`config.mk`:
```
export PLATFORM = sky130hd
export DESIGN_NAME = soft_gamma_engine
export DESIGN_NICKNAME = d
export VERILOG_FILES = /design/src/rtl/soft_gamma_pkg.sv /design/src/rtl/soft_gamma_engine_qmul.sv /design/src/rtl/soft_gamma_engine.sv
export SDC_FILE = /design/constraint.sdc
export NUM_CORES = 1
export LEC_CHECK = 0
export ABC_AREA = 0
export CORE_UTILIZATION = 40
export CTS_CLUSTER_SIZE = 30
export DETAILED_ROUTE_END_ITERATION = 7
export PLACE_DENSITY_LB_ADDON = 0.05
export SLEW_MARGIN = 20
export SYNTH_ARGS = -nofsm -noshare
export SYNTH_HDL_FRONTEND = slang
export SYNTH_SLANG_ARGS = --single-unit
export TNS_END_PERCENT = 50
```
`constraint.sdc`:
```
create_clock -name clk -period 31.6 [get_ports clk]
set_input_delay 6.32 -clock clk [delete_from_list [all_inputs] [get_ports clk]]
set_output_delay 6.32 -clock clk [all_outputs]
set_load 0.02 [all_outputs]
```
`src/rtl/soft_gamma_pkg.sv`:
```
// Shared types and constants for the IDS drift-channel gamma engine.
// Holds the FSM state enum, default Q0.16 probabilities and a mul helper.
package soft_gamma_pkg;

    typedef enum logic [1:0] {
        IDLE = 2'd0,
        CALC = 2'd1,
        OUT  = 2'd2
    } state_t;

    localparam int PROB_W_DEF = 16;
    localparam int P_D_DEF    = 21845;
    localparam int P_IH_DEF   = 10923;
    localparam int P_T_DEF    = 21845;
    localparam int P_S_DEF    = 21845;
    localparam int P_NS_DEF   = 43691;

    // (a*b) >> PROB_W with truncation; b may carry the Q1 "1.0" bit.
    function automatic logic [PROB_W_DEF:0] mul(
        input logic [PROB_W_DEF-1:0] a,
        input logic [PROB_W_DEF:0]   b
    );
        logic [2*PROB_W_DEF:0] p;
        p = {{(PROB_W_DEF+1){1'b0}}, a} * {{PROB_W_DEF{1'b0}}, b};
        return (PROB_W_DEF+1)'(p >> PROB_W_DEF);
    endfunction

endpackage

```
`src/rtl/soft_gamma_engine_qmul.sv`:
```
// Combinational truncating fixed-point multiplier: p = (a*b) >> PROB_W.
// Ports: a (Q0.PROB_W), b (Q1.PROB_W), p (Q1.PROB_W result).
module gamma_qmul
    import soft_gamma_pkg::*;
#(
    parameter int PROB_W = PROB_W_DEF
) (
    input  logic [PROB_W-1:0] a,
    input  logic [PROB_W:0]   b,
    output logic [PROB_W:0]   p
);

    logic [2*PROB_W:0] full;

    assign full = {{(PROB_W+1){1'b0}}, a} * {{PROB_W{1'b0}}, b};
    assign p    = (PROB_W+1)'(full >> PROB_W);

endmodule

```
`src/rtl/soft_gamma_engine.sv`:
```
// Sequential IDS drift-channel branch metric gamma(t,d->d_tag,b), single or sweep.
// Ports: clk/rst_n, r_load/r_in/n_len, req_* (valid/ready), out_* (valid/ready), busy.
// Optional GAMMA_STATS_EN adds stat_req_cnt / stat_zero_cnt saturating counters.
module soft_gamma_engine
    import soft_gamma_pkg::*;
#(
    parameter int MAX_N  = 32,
    parameter int DMAX   = 4,
    parameter int IMAX   = 2,
    parameter int PROB_W = PROB_W_DEF,
    parameter int T_W    = 8,
    parameter int D_W    = 6,
    parameter int P_D_Q  = P_D_DEF,
    parameter int P_IH_Q = P_IH_DEF,
    parameter int P_T_Q  = P_T_DEF,
    parameter int P_S_Q  = P_S_DEF,
    parameter int P_NS_Q = P_NS_DEF
) (
    input  logic              clk,
    input  logic              rst_n,
    input  logic              r_load,
    input  logic [MAX_N-1:0]  r_in,
    input  logic [T_W-1:0]    n_len,
    input  logic              req_valid,
    output logic              req_ready,
    input  logic [T_W-1:0]    req_t,
    input  logic [D_W-1:0]    req_d,
    input  logic [D_W-1:0]    req_dtag,
    input  logic              req_b,
    input  logic              req_sweep,
    output logic              out_valid,
    input  logic              out_ready,
    output logic [PROB_W-1:0] out_gamma,
    output logic [D_W-1:0]    out_dtag,
    output logic              out_last,
    output logic              busy
`ifdef GAMMA_STATS_EN
    ,
    output logic [15:0]       stat_req_cnt,
    output logic [15:0]       stat_zero_cnt
`endif
);

    // Drifts are kept two bits wider so d-1 and d+IMAX never wrap.
    localparam int SW = D_W + 2;
    localparam int IW = ((T_W > SW) ? T_W : SW) + 2;
    localparam int AW = (MAX_N > 1) ? $clog2(MAX_N) : 1;

    localparam logic signed [SW-1:0] ONE_S  = SW'(1);
    localparam logic signed [SW-1:0] DMAX_S = SW'(DMAX);
    localparam logic signed [SW-1:0] IMAX_S = SW'(IMAX);
    localparam logic signed [IW-1:0] ONE_I  = IW'(1);

    localparam logic [PROB_W-1:0] P_D  = PROB_W'(P_D_Q);
    localparam logic [PROB_W-1:0] P_IH = PROB_W'(P_IH_Q);
    localparam logic [PROB_W-1:0] P_T  = PROB_W'(P_T_Q);
    localparam logic [PROB_W-1:0] P_S  = PROB_W'(P_S_Q);
    localparam logic [PROB_W-1:0] P_NS = PROB_W'(P_NS_Q);
    localparam logic [PROB_W:0]   ONE_P = {1'b1, {PROB_W{1'b0}}};

    state_t state_q, state_d;

    logic [T_W-1:0]        t_q;
    logic signed [SW-1:0]  d_q;
    logic signed [SW-1:0]  dtag_q;
    logic                  b_q;
    logic                  sweep_q;
    logic [PROB_W:0]       pow_q;
    logic [SW-1:0]         cnt_q;
    logic [MAX_N-1:0]      r_q;
    logic [T_W-1:0]        n_q;

    logic                  req_fire;
    logic                  out_fire;
    logic signed [SW-1:0]  d_in;
    logic signed [SW-1:0]  dtag_in;
    logic signed [SW-1:0]  delta_in;
    logic                  calc_in;

    logic signed [SW-1:0]  delta;
    logic signed [SW-1:0]  hi;
    logic signed [IW-1:0]  t_ext;
    logic signed [IW-1:0]  d_ext;
    logic signed [IW-1:0]  dt_ext;
    logic signed [IW-1:0]  n_ext;
    logic signed [IW-1:0]  lo;
    logic signed [IW-1:0]  idx;
    logic                  in_bound;
    logic                  del_ok;
    logic                  ins_ok;
    logic                  hit;
    logic                  last_c;
    logic [PROB_W-1:0]     ch_a;
    logic [PROB_W:0]       pow_nx;
    logic [PROB_W:0]       tr_p;
    logic [PROB_W:0]       ch_p;
    logic [PROB_W-1:0]     gamma_c;

    // Request side
    assign req_ready = (state_q == IDLE) && !r_load;
    assign req_fire  = req_valid && req_ready;

    assign d_in     = {{(SW-D_W){req_d[D_W-1]}}, req_d};
    assign dtag_in  = req_sweep ? (d_in - ONE_S)
                                : {{(SW-D_W){req_dtag[D_W-1]}}, req_dtag};
    assign delta_in = dtag_in - d_in;

    // Only single requests with 1..IMAX insertions need CALC cycles.
    assign calc_in = !req_sweep && !delta_in[SW-1]
                     && (delta_in != '0) && (delta_in <= IMAX_S);

    // Metric evaluation on the registered request
    assign delta  = dtag_q - d_q;
    assign t_ext  = {{(IW-T_W){1'b0}}, t_q};
    assign d_ext  = {{(IW-SW){d_q[SW-1]}}, d_q};
    assign dt_ext = {{(IW-SW){dtag_q[SW-1]}}, dtag_q};
    assign n_ext  = {{(IW-T_W){1'b0}}, n_q};
    assign lo     = t_ext - ONE_I + d_ext;
    assign idx    = t_ext - ONE_I + dt_ext;

    assign in_bound = (d_q >= -DMAX_S) && (d_q <= DMAX_S)
                      && (dtag_q >= -DMAX_S) && (dtag_q <= DMAX_S);

    assign del_ok = (delta == -ONE_S) && !lo[IW-1] && (lo <= n_ext);

    // idx >= lo whenever delta >= 0, so idx < n_len keeps r indexing legal.
    assign ins_ok = !delta[SW-1] && (delta <= IMAX_S)
                    && !lo[IW-1] && (idx < n_ext);

    assign hit  = (r_q[idx[AW-1:0]] == b_q);
    assign ch_a = hit ? P_NS : P_S;

    gamma_qmul #(.PROB_W(PROB_W)) u_pow (
        .a (P_IH),
        .b (pow_q),
        .p (pow_nx)
    );

    gamma_qmul #(.PROB_W(PROB_W)) u_tr (
        .a (P_T),
        .b (pow_q),
        .p (tr_p)
    );

    gamma_qmul #(.PROB_W(PROB_W)) u_ch (
        .a (ch_a),
        .b (tr_p),
        .p (ch_p)
    );

    always_comb begin
        gamma_c = '0;
        if (in_bound && del_ok) begin
            gamma_c = P_D;
        end else if (in_bound && ins_ok) begin
            gamma_c = PROB_W'(ch_p);
        end
    end

    // Sweep ends at min(d+IMAX, DMAX); an empty range ends immediately.
    assign hi     = ((d_q + IMAX_S) < DMAX_S) ? (d_q + IMAX_S) : DMAX_S;
    assign last_c = !sweep_q || (dtag_q >= hi);

    // Outputs
    assign out_valid = (state_q == OUT);
    assign out_fire  = out_valid && out_ready;
    assign out_gamma = out_valid ? gamma_c : '0;
    assign out_last  = out_valid && last_c;
    assign out_dtag  = D_W'(dtag_q);
    assign busy      = (state_q != IDLE);

    // FSM
    always_ff @(posedge clk or negedge rst_n) begin
        if (!rst_n) begin
            state_q <= IDLE;
        end else begin
            state_q <= state_d;
        end
    end

    always_comb begin
        state_d = state_q;
        unique case (state_q)
            IDLE: begin
                if (req_fire) begin
                    state_d = calc_in ? CALC : OUT;
                end
            end
            CALC: begin
                if (cnt_q == SW'(1)) begin
                    state_d = OUT;
                end
            end
            OUT: begin
                if (out_ready && last_c) begin
                    state_d = IDLE;
                end
            end
            default: state_d = IDLE;
        endcase
    end

    // Datapath
    always_ff @(posedge clk or negedge rst_n) begin
        if (!rst_n) begin
            t_q     <= '0;
            d_q     <= '0;
            dtag_q  <= '0;
            b_q     <= 1'b0;
            sweep_q <= 1'b0;
            pow_q   <= '0;
            cnt_q   <= '0;
            r_q     <= '0;
            n_q     <= '0;
        end else begin
            if ((state_q == IDLE) && r_load) begin
                r_q <= r_in;
                n_q <= n_len;
            end
            if (req_fire) begin
                t_q     <= req_t;
                d_q     <= d_in;
                dtag_q  <= dtag_in;
                b_q     <= req_b;
                sweep_q <= req_sweep;
                pow_q   <= ONE_P;
                cnt_q   <= calc_in ? delta_in : '0;
            end
            if (state_q == CALC) begin
                pow_q <= pow_nx;
                cnt_q <= cnt_q - SW'(1);
            end
            // Next sweep step: one more insertion factor once delta >= 1.
            if (out_fire && !last_c) begin
                dtag_q <= dtag_q + ONE_S;
                if (!delta[SW-1]) begin
                    pow_q <= pow_nx;
                end
            end
        end
    end

`ifdef GAMMA_STATS_EN
    always_ff @(posedge clk or negedge rst_n) begin
        if (!rst_n) begin
            stat_req_cnt  <= '0;
            stat_zero_cnt <= '0;
        end else begin
            if (req_fire && (stat_req_cnt != 16'hFFFF)) begin
                stat_req_cnt <= stat_req_cnt + 16'd1;
            end
            if (out_fire && (gamma_c == '0)
                && (stat_zero_cnt != 16'hFFFF)) begin
                stat_zero_cnt <= stat_zero_cnt + 16'd1;
            end
        end
    end
`endif

endmodule

```
# Word-level counts from Yosys, hierarchy flattened
# Cells that the tools add are included.
[classes] n_mul=3 n_reduce_logical=34 div_mod_pow=0 add_sub_neg=9 n_shift=0 n_lt_le_gt_ge=11 bitwise_logic=0 eq_ne=8 muxes=22
[ops] operator="2-to-1 mux 17 bit" count=4
[ops] operator="2-to-1 mux 16 bit" count=4
[ops] operator="2-to-1 mux 8 bit" count=7
[ops] operator="multiplier 15 x 17 -> 32 bit, first input constant" count=1
[ops] operator="multiplier 16 x 16 -> 32 bit" count=1
[ops] operator="multiplier 14 x 17 -> 31 bit, first input constant" count=1
[ops] operator="logical AND 1 bit" count=20
[ops] operator="equality test 8 x 1 -> 1 bit, second input constant" count=2
[ops] operator="<= comparator 8 x 3 -> 1 bit, second input constant" count=2
[ops] operator="subtractor 8 x 6 -> 8 bit" count=2
[ops] operator="adder 9 x 6 -> 10 bit" count=1
[ops] operator="adder 9 x 8 -> 10 bit" count=1
[ops] operator="<= comparator 10 x 9 -> 1 bit" count=1
[ops] operator="less-than comparator 10 x 9 -> 1 bit" count=1
[ops] operator="subtractor 8 x 1 -> 9 bit, second input constant" count=1
[ops] operator="adder 8 x 2 -> 8 bit, second input constant" count=1
[ops] operator=">= comparator 8 x 3 -> 1 bit, second input constant" count=1
[ops] operator=">= comparator 8 bit" count=1
[ops] operator="<= comparator 8 x 4 -> 1 bit, second input constant" count=1
[ops] operator="less-than comparator 8 x 4 -> 1 bit, second input constant" count=1
[ops] operator="2-to-1 mux 2 bit" count=4
[ops] operator="nonzero test 8 bit" count=1
[ops] operator="subtractor 8 x 1 -> 8 bit, second input constant" count=1
[ops] operator="adder 6 x 3 -> 7 bit, second input constant" count=1
[ops] operator="other kinds (17)" count=26
[word_totals] reg_bits=91 out_inout_bits=26 rom_bits=0 latch_bits=0 mem_bits_rw=0 n_memories=0

# Logic depth before layout (Yosys ltp)
# Gate-level depths: netlist of the first run.
[depth] word_depth=10 mapped_depth=45 ltp_nobuf=45

# Hierarchy
# A second synthesis of the first run with hierarchy kept.
[hier_totals] cells_unflattened=3716 hier_area_um2=32847.8
[modules_own_cells] mod="gamma_qmul at u_ch" area_each_um2=8946.1 n_inst=1 cells_per_inst=1041
[modules_own_cells] mod="gamma_qmul at u_pow" area_each_um2=8896.0 n_inst=1 cells_per_inst=1035
[modules_own_cells] mod="gamma_qmul at u_tr" area_each_um2=8560.7 n_inst=1 cells_per_inst=971
[modules_own_cells] mod="soft_gamma_engine" area_each_um2=6444.9 n_inst=1 cells_per_inst=669

# Least setup slack after synthesis of the first run
# Ideal clock, no wire load.
[synth_timing] path_kind="flip-flop to output port" from="register pow_q[1]" to="output port out_gamma[15]" path_stages_with_launch=43 required_ps=25280 path_slack_ps=13613 arrival_time_ps=11667 path_cell_list="dfrtp_1 -> ha_1 -> fa_1 -> inv_1 -> fa_1 -> inv_1 -> fa_1 -> fa_1 -> inv_1 -> fa_1 -> inv_1 -> ha_1 -> nand2_1 -> o21ai_0 -> o21a_1 -> o21ai_0 -> a211oi_1 -> a21oi_1 -> [7 not listed] -> fa_1 -> inv_1 -> fa_1 -> fa_1 -> inv_1 -> fa_1 -> inv_1 -> ha_1 -> bufbuf_16 -> nand4_1 -> a21oi_1 -> o311ai_0 -> inv_1 -> o41ai_2 -> a2111oi_2 -> o2111ai_1 -> a31o_1 -> a21oi_1"
[synth_via] elab_chain_cells=5
[synth_rtl] element="start: declaration" line="soft_gamma_engine.sv:68" rtl="logic [PROB_W:0] pow_q;"
[synth_rtl] element="start signal: assignment" line="soft_gamma_engine.sv:230" rtl="pow_q <= pow_nx;"
[synth_rtl] element="start signal: assignment" line="soft_gamma_engine.sv:237" rtl="pow_q <= pow_nx;"
[synth_rtl] element="multiplier 15 x 17 -> 32 bit" line="soft_gamma_engine_qmul.sv:15" rtl="assign full = {{(PROB_W+1){1'b0}}, a} * {{PROB_W{1'b0}}, b};"
[synth_rtl] element="multiplier 16 x 16 -> 32 bit" line="soft_gamma_engine_qmul.sv:15"
[synth_rtl] element="2-to-1 mux 16 bit" line="soft_gamma_engine.sv:155" rtl="end else if (in_bound && ins_ok) begin"
[synth_rtl] element="2-to-1 mux 16 bit" line="soft_gamma_engine.sv:153" rtl="if (in_bound && del_ok) begin"
[synth_rtl] element="2-to-1 mux 16 bit" line="soft_gamma_engine.sv:167" rtl="assign out_gamma = out_valid ? gamma_c : '0;"
[synth_rtl] element="end: declaration" line="soft_gamma_engine.sv:33" rtl="output logic [PROB_W-1:0] out_gamma,"
# Every way passes these cells.

# Worst setup path in the final report of the first run
[layout_timing] from="register pow_q[9]" to="output port out_gamma[12]"
# Same word-level chain as after synthesis.

==> flow_metrics.tcl, run 1 <==
set metrics [dict create \
    nets 2547 \
    grt_first_pass_wirelength_um 73100 \
    final_common_cell "inv_1" \
    synth_edf_count 0 \
    cts_resized 0 \
    slew_violations 0 \
    finalClockSkew_ns 0.0253 \
    drt-total-wl_um 44100 \
    die_h_um 213 \
    yosysSeqAreaShare_pct 12.8 \
    synth_area_sq_um 17700 \
    drive_above_1_share_pct 4.35 \
    grt_pass1_vias 13600 \
    drt_pass1_iterations 5 \
    viasPerCell 5.04 \
    timing.fmax_mhz 49.9 \
    portBuffers 92 \
    path_class "flip-flop to output pin" \
    rows 76 \
    htreeDepth 3 \
    vias 12800 \
    hp-class "flip-flop to flip-flop" \
    grt_usage_pct 21.0 \
    grt_max_degree 68 \
    cts-buffers-inserted 9 \
    critPathMaxFanout 7 \
    post-dp-hpwl_um 38200 \
    cp.required_ns 25.28 \
    yosysTopAreaCell "fa_1" \
    maxCapViolCount 0 \
    clockRootBuffer "clkbuf_16" \
    mostFrequentLayoutCells "429 x inv_1, 315 x ha_1, 218 x fa_1, 96 x nand2_1" \
    synth.area.top_cells "fa_1 25%, ha_1 22%, dfrtp_1 13%" \
    synthArstFlopShare_pct 100 \
    critPathCaptureType "output pin" \
    clk_latency_ns 0.38 \
    first_iter_violations 638 \
    syn_inst 1884 \
    postSynthAreaPerCell_sq_um 9.41 \
    die_area_sq_um 45200 \
    gp_congestion 0.847 \
    cpMostUsedCell "fa_1" \
    cts_sinks 91 \
    start_util_pct 40.9 \
    post-route-min-period_ns 20.02 \
    synth_warnings 0 \
    coreArea_sq_um 43400 \
    fin_crit_sh_pct 63.4 \
    antenna_found_initial 0 \
    arrival_ns 13.70 \
    drtAntennaViolNets 0 \
    yosysUniqueCellTypes 76 \
    ctsHoldBuffers 0 \
    drc 0 \
    clockBufferDepth 2 \
    setup_viol 0 \
    synth_top_cell_area_share_pct 24.6 \
    synth-seq-cells 91 \
    cts_setup_buffers 0 \
    tritoncts "yes" \
    slowest_delay_ns 0.68 \
    max_slew_margin_pct 27.6 \
    grt_setup_unrepaired "no" \
    synthToLayoutAreaGrowth_pct 9.96 \
    hold_viol_final 0 \
    outcome "complete, no violations" \
    start_kind "flip-flop" \
    wire_per_inst_um 17.4 \
    synth_ff_type "dfrtp_1" \
    num_antenna_cells 0 \
    clk_pin_slew_ns 0.10 \
    ioPinCount 93 \
    worst_path_max_delay_cell "a211oi_1" \
    fp.dieW_um 213 \
    gr-total-overflow 0 \
    setup_tns_ns 0 \
    worstMarginPinSlew_ns 1.06 \
]
## cell usage after synthesis, drive strengths merged, types with 16 or more instances
master and instances:
o21a 17, fa 218, mux2 36, nand3 25, xnor2 48, inv 430
dfrtp 91, nand4 16, ha 315, a21oi 76, nor2 58, xor2 40
nor3 20, clkbuf 33, o21ai 63, nand2 96, a21o 49, nand2b 26
nor2b 23
## flip-flops by register name, summed over array words and instances, names as in the netlist
name     cells
sweep_q      1
t_q          8
d_q          6
n_q          8
pow_q       17
dtag_q       8
b_q          1
r_q         32
cnt_q        8
state_q      2
## layout make-up
| type | instances | area (sq um) |
|---|---|---|
| flip-flops and latches | 91 | 2280 |
| inverters | 430 | 1610 |
| clock buffers | 9 | 225 |
| well taps | 585 | 732 |
| clock inverters | 7 | 81.3 |
| repair buffers | 97 | 956 |
| fillers | 4326 | 23900 |
| multi-input cells | 1318 | 13600 |
## final timing paths
check                      cells after the start            end     start  slack [ns]
min in group asynchronous                      1      dtag_q[0]     rst_n        5.85
min reg2reg                                    1       cnt_q[5]  cnt_q[5]        0.49
max in group asynchronous                      2        r_q[18]     rst_n       24.52
max reg2reg                                   20      pow_q[11]  pow_q[4]       25.06
min                                            1       cnt_q[5]  cnt_q[5]        0.49
max                                           40  out_gamma[12]  pow_q[9]       11.58
## worst max-delay path, delay by kind of cell (launching register included)
| family | cells | cell delay (ns) |
|---|---|---|
| compound gates | 12 | 4.00 |
| fa+ha+maj | 14 | 6.55 |
| xor+xnor | 1 | 0.11 |
| flops | 1 | 0.51 |
| simple gates | 4 | 1.03 |
| buf+inv | 9 | 1.13 |
## per-layer routing
layer	part of all wire, %	global-route usage [%]
met4	1.7	4.34
met2	48	34.7
met3	2.5	2.51
met5	0	0
met1	48	29.3
## kinds of logic after synthesis
logic type                 count (synthesis)  share of synthesized area (%)
adders and majority gates                533                           46.8
AOI/OAI and AO/OA                        321                           12.2
DFF                                       91                           12.8
xor gates and xnor gates                  88                           4.45
and+or+nand+nor                          314                           8.71
other                                      1                         0.0211
buffers and inverters                    477                           10.5
muxes                                     59                           4.41
## through the flow
step	hold WS [ns]	cell area, sq um	instances	utilization (%)	worst slack, ns
2_1_floorplan	0.446	17700	1886	-	13.61
3_3_place_gp	0.470	19200	2521	44.3	12.01
3_5_place_dp	0.479	19200	2521	44.3	11.88
4_1_cts	0.492	19500	2537	45.0	11.37
5_1_grt	0.503	19500	2537	45.0	10.63
6_report	0.489	19500	2537	45.0	11.58
Power of run 1 is not shown: default switching activity piles up to over one toggle a cycle in this logic, so the estimate is an artifact.
==> inputs of run 2 (changes only) <==
clock period = 20.9 ns   (was 31.6 ns; I/O delays follow)
==> run 2 against run 1 <==
First-iteration DRC count grew 0.47%. Sequential share of layout area barely moved. Via count decreased by 0.99%. Largest cell class unchanged.
==> flow_metrics.tcl, run 2 (same netlist as run 1, synthesis figures left out) <==
set metrics [dict create \
    maxCapViolCount 0 \
    top_regs "r_q x32, pow_q x17" \
    hold_viol_final 0 \
    worstMarginPinSlew_ns 1.07 \
    grt_setup_unrepaired "no" \
    wl_met3_um 982 \
    worst_path_max_delay_cell "a211oi_1" \
    gp_congestion 0.856 \
    hold_end "cnt_q[5]" \
    drt_pass1_iterations 5 \
    vias 12700 \
    fillers 4250 \
    die_area_sq_um 45200 \
    max_slew_margin_pct 28.2 \
    drtAntennaViolNets 0 \
    cpMostUsedCell "inv_1" \
    r2r_slack_ns 14.17 \
    wire_per_inst_um 17.3 \
    slowest_delay_ns 0.65 \
    critPathMaxFanout 8 \
    drive_above_1_share_pct 4.35 \
    hp-class "flip-flop to flip-flop" \
    cts-buffers-inserted 9 \
    hold_start "cnt_q[5]" \
    num_antenna_cells 0 \
    holdPathStages 1 \
    setup_viol 0 \
    grt_pass1_vias 13600 \
    slew_violations 0 \
    start_util_pct 40.9 \
    largest_reg_flops 32 \
    nets 2547 \
    critPathBufInv 12 \
    portBuffers 92 \
    clockBufferDepth 2 \
    regMostFlops "r_q" \
    clk_pin_slew_ns 0.09 \
    ioPinCount 93 \
    post-dp-hpwl_um 38000 \
    cts_resized 0 \
    path_delay_family "adder cells" \
    coreArea_sq_um 43400 \
    grt_usage_pct 21.0 \
    antenna_found_initial 0 \
    setup_tns_ns 0 \
    grt_first_pass_wirelength_um 73200 \
    reg2reg_to "pow_q[11]" \
    viasPerCell 4.99 \
    wl_met1_um 21700 \
    route.top_layer_used "met4" \
    fin_crit_sh_pct 85.6 \
    drt-total-wl_um 43900 \
    post-route-min-period_ns 17.90 \
    rr_worst_depth 20 \
    fp.dieW_um 213 \
    start_kind "flip-flop" \
    timing.fmax_mhz 55.9 \
    rows 76 \
    met2_length_um 20700 \
    synthToLayoutAreaGrowth_pct 9.95 \
    htreeDepth 3 \
    reg2reg_from "pow_q[4]" \
    mostFrequentLayoutCells "429 x inv_1, 315 x ha_1, 218 x fa_1, 96 x nand2_1" \
    tritoncts "yes" \
    critPathCaptureType "output pin" \
    path_class "flip-flop to output pin" \
    die_h_um 213 \
    cp.required_ns 16.72 \
    first_iter_violations 641 \
    ctsHoldBuffers 0 \
    cts_sinks 91 \
    drc 0 \
    clk_latency_ns 0.38 \
    outcome "complete, no violations" \
    arrival_ns 13.72 \
    gr-total-overflow 0 \
    cts_setup_buffers 0 \
    clockRootBuffer "clkbuf_16" \
    final_common_cell "inv_1" \
    grt_max_degree 68 \
    finalClockSkew_ns 0.0158 \
]
-- run 2: changes by cell type in the layout (fill, tap and decap cells not counted) --
cell and delta:
a2111oi_1 +1, inv_8 -1, a2111oi_0 -1, inv_6 +1
-- run 2: worst register-to-register path: stages, from the launching register on --
cell,delay [ns]
dfrtp_1,0.49
ha_1,0.38
and2_1,0.24
inv_1,0.12
fa_1,0.49
inv_1,0.05
fa_1,0.47
inv_1,0.06
fa_1,0.55
inv_1,0.06
fa_1,0.46
ha_1,0.29
o21a_1,0.11
a21oi_1,0.09
nor4b_1,0.85
o211ai_1,0.26
a22oi_1,0.49
a41oi_1,0.29
o31ai_1,0.33
xor2_1,0.42
a22o_1,0.19
-- run 2: area by class of cell --
class | instances | area [sq um] | area share, %
clock buffer | 9 | 225 | 1.15
sequential | 91 | 2280 | 11.7
clock inverter | 7 | 78.8 | 0.404
timing repair buffer | 97 | 956 | 4.90
tap | 585 | 732 | 3.75
multi-input combinational | 1318 | 13600 | 69.8
inverter | 430 | 1610 | 8.28
-- run 2: layer usage --
| metal | vias up | global-route usage (%) |
|---|---|---|
| li1 | 6330 | - |
| met4 | 0 | 3.62 |
| met3 | 28 | 2.11 |
| met1 | 6159 | 29.9 |
| met5 | - | 0 |
| met2 | 138 | 34.7 |
-- run 2: how the worst max path moves through the flow --
stage,from,end,slack [ns],cells after the start
after floorplan,pow_q[1],out_gamma[15],5.05,42
after CTS,pow_q[9],out_gamma[15],2.80,43
after global routing,pow_q[9],out_gamma[15],2.05,43
after detailed placement,pow_q[9],out_gamma[12],3.25,42
final,pow_q[9],out_gamma[15],3.00,43
after global placement,pow_q[9],out_gamma[12],3.44,42
-- run 2: through the flow --
| step | setup WS, ns | utilization (%) | hold slack [ns] | cell area, sq um | cells |
|---|---|---|---|---|---|
| final | 3.00 | 45.0 | 0.491 | 19500 | 2537 |
| after global routing | 2.05 | 45.0 | 0.508 | 19500 | 2537 |
| after CTS | 2.80 | 45.0 | 0.492 | 19500 | 2537 |
| after detailed placement | 3.25 | 44.3 | 0.482 | 19200 | 2521 |
| after global placement | 3.44 | 44.3 | 0.471 | 19200 | 2521 |
| after floorplan | 5.05 | - | 0.446 | 17700 | 1886 |
Power of run 2 is left out for the same reason.
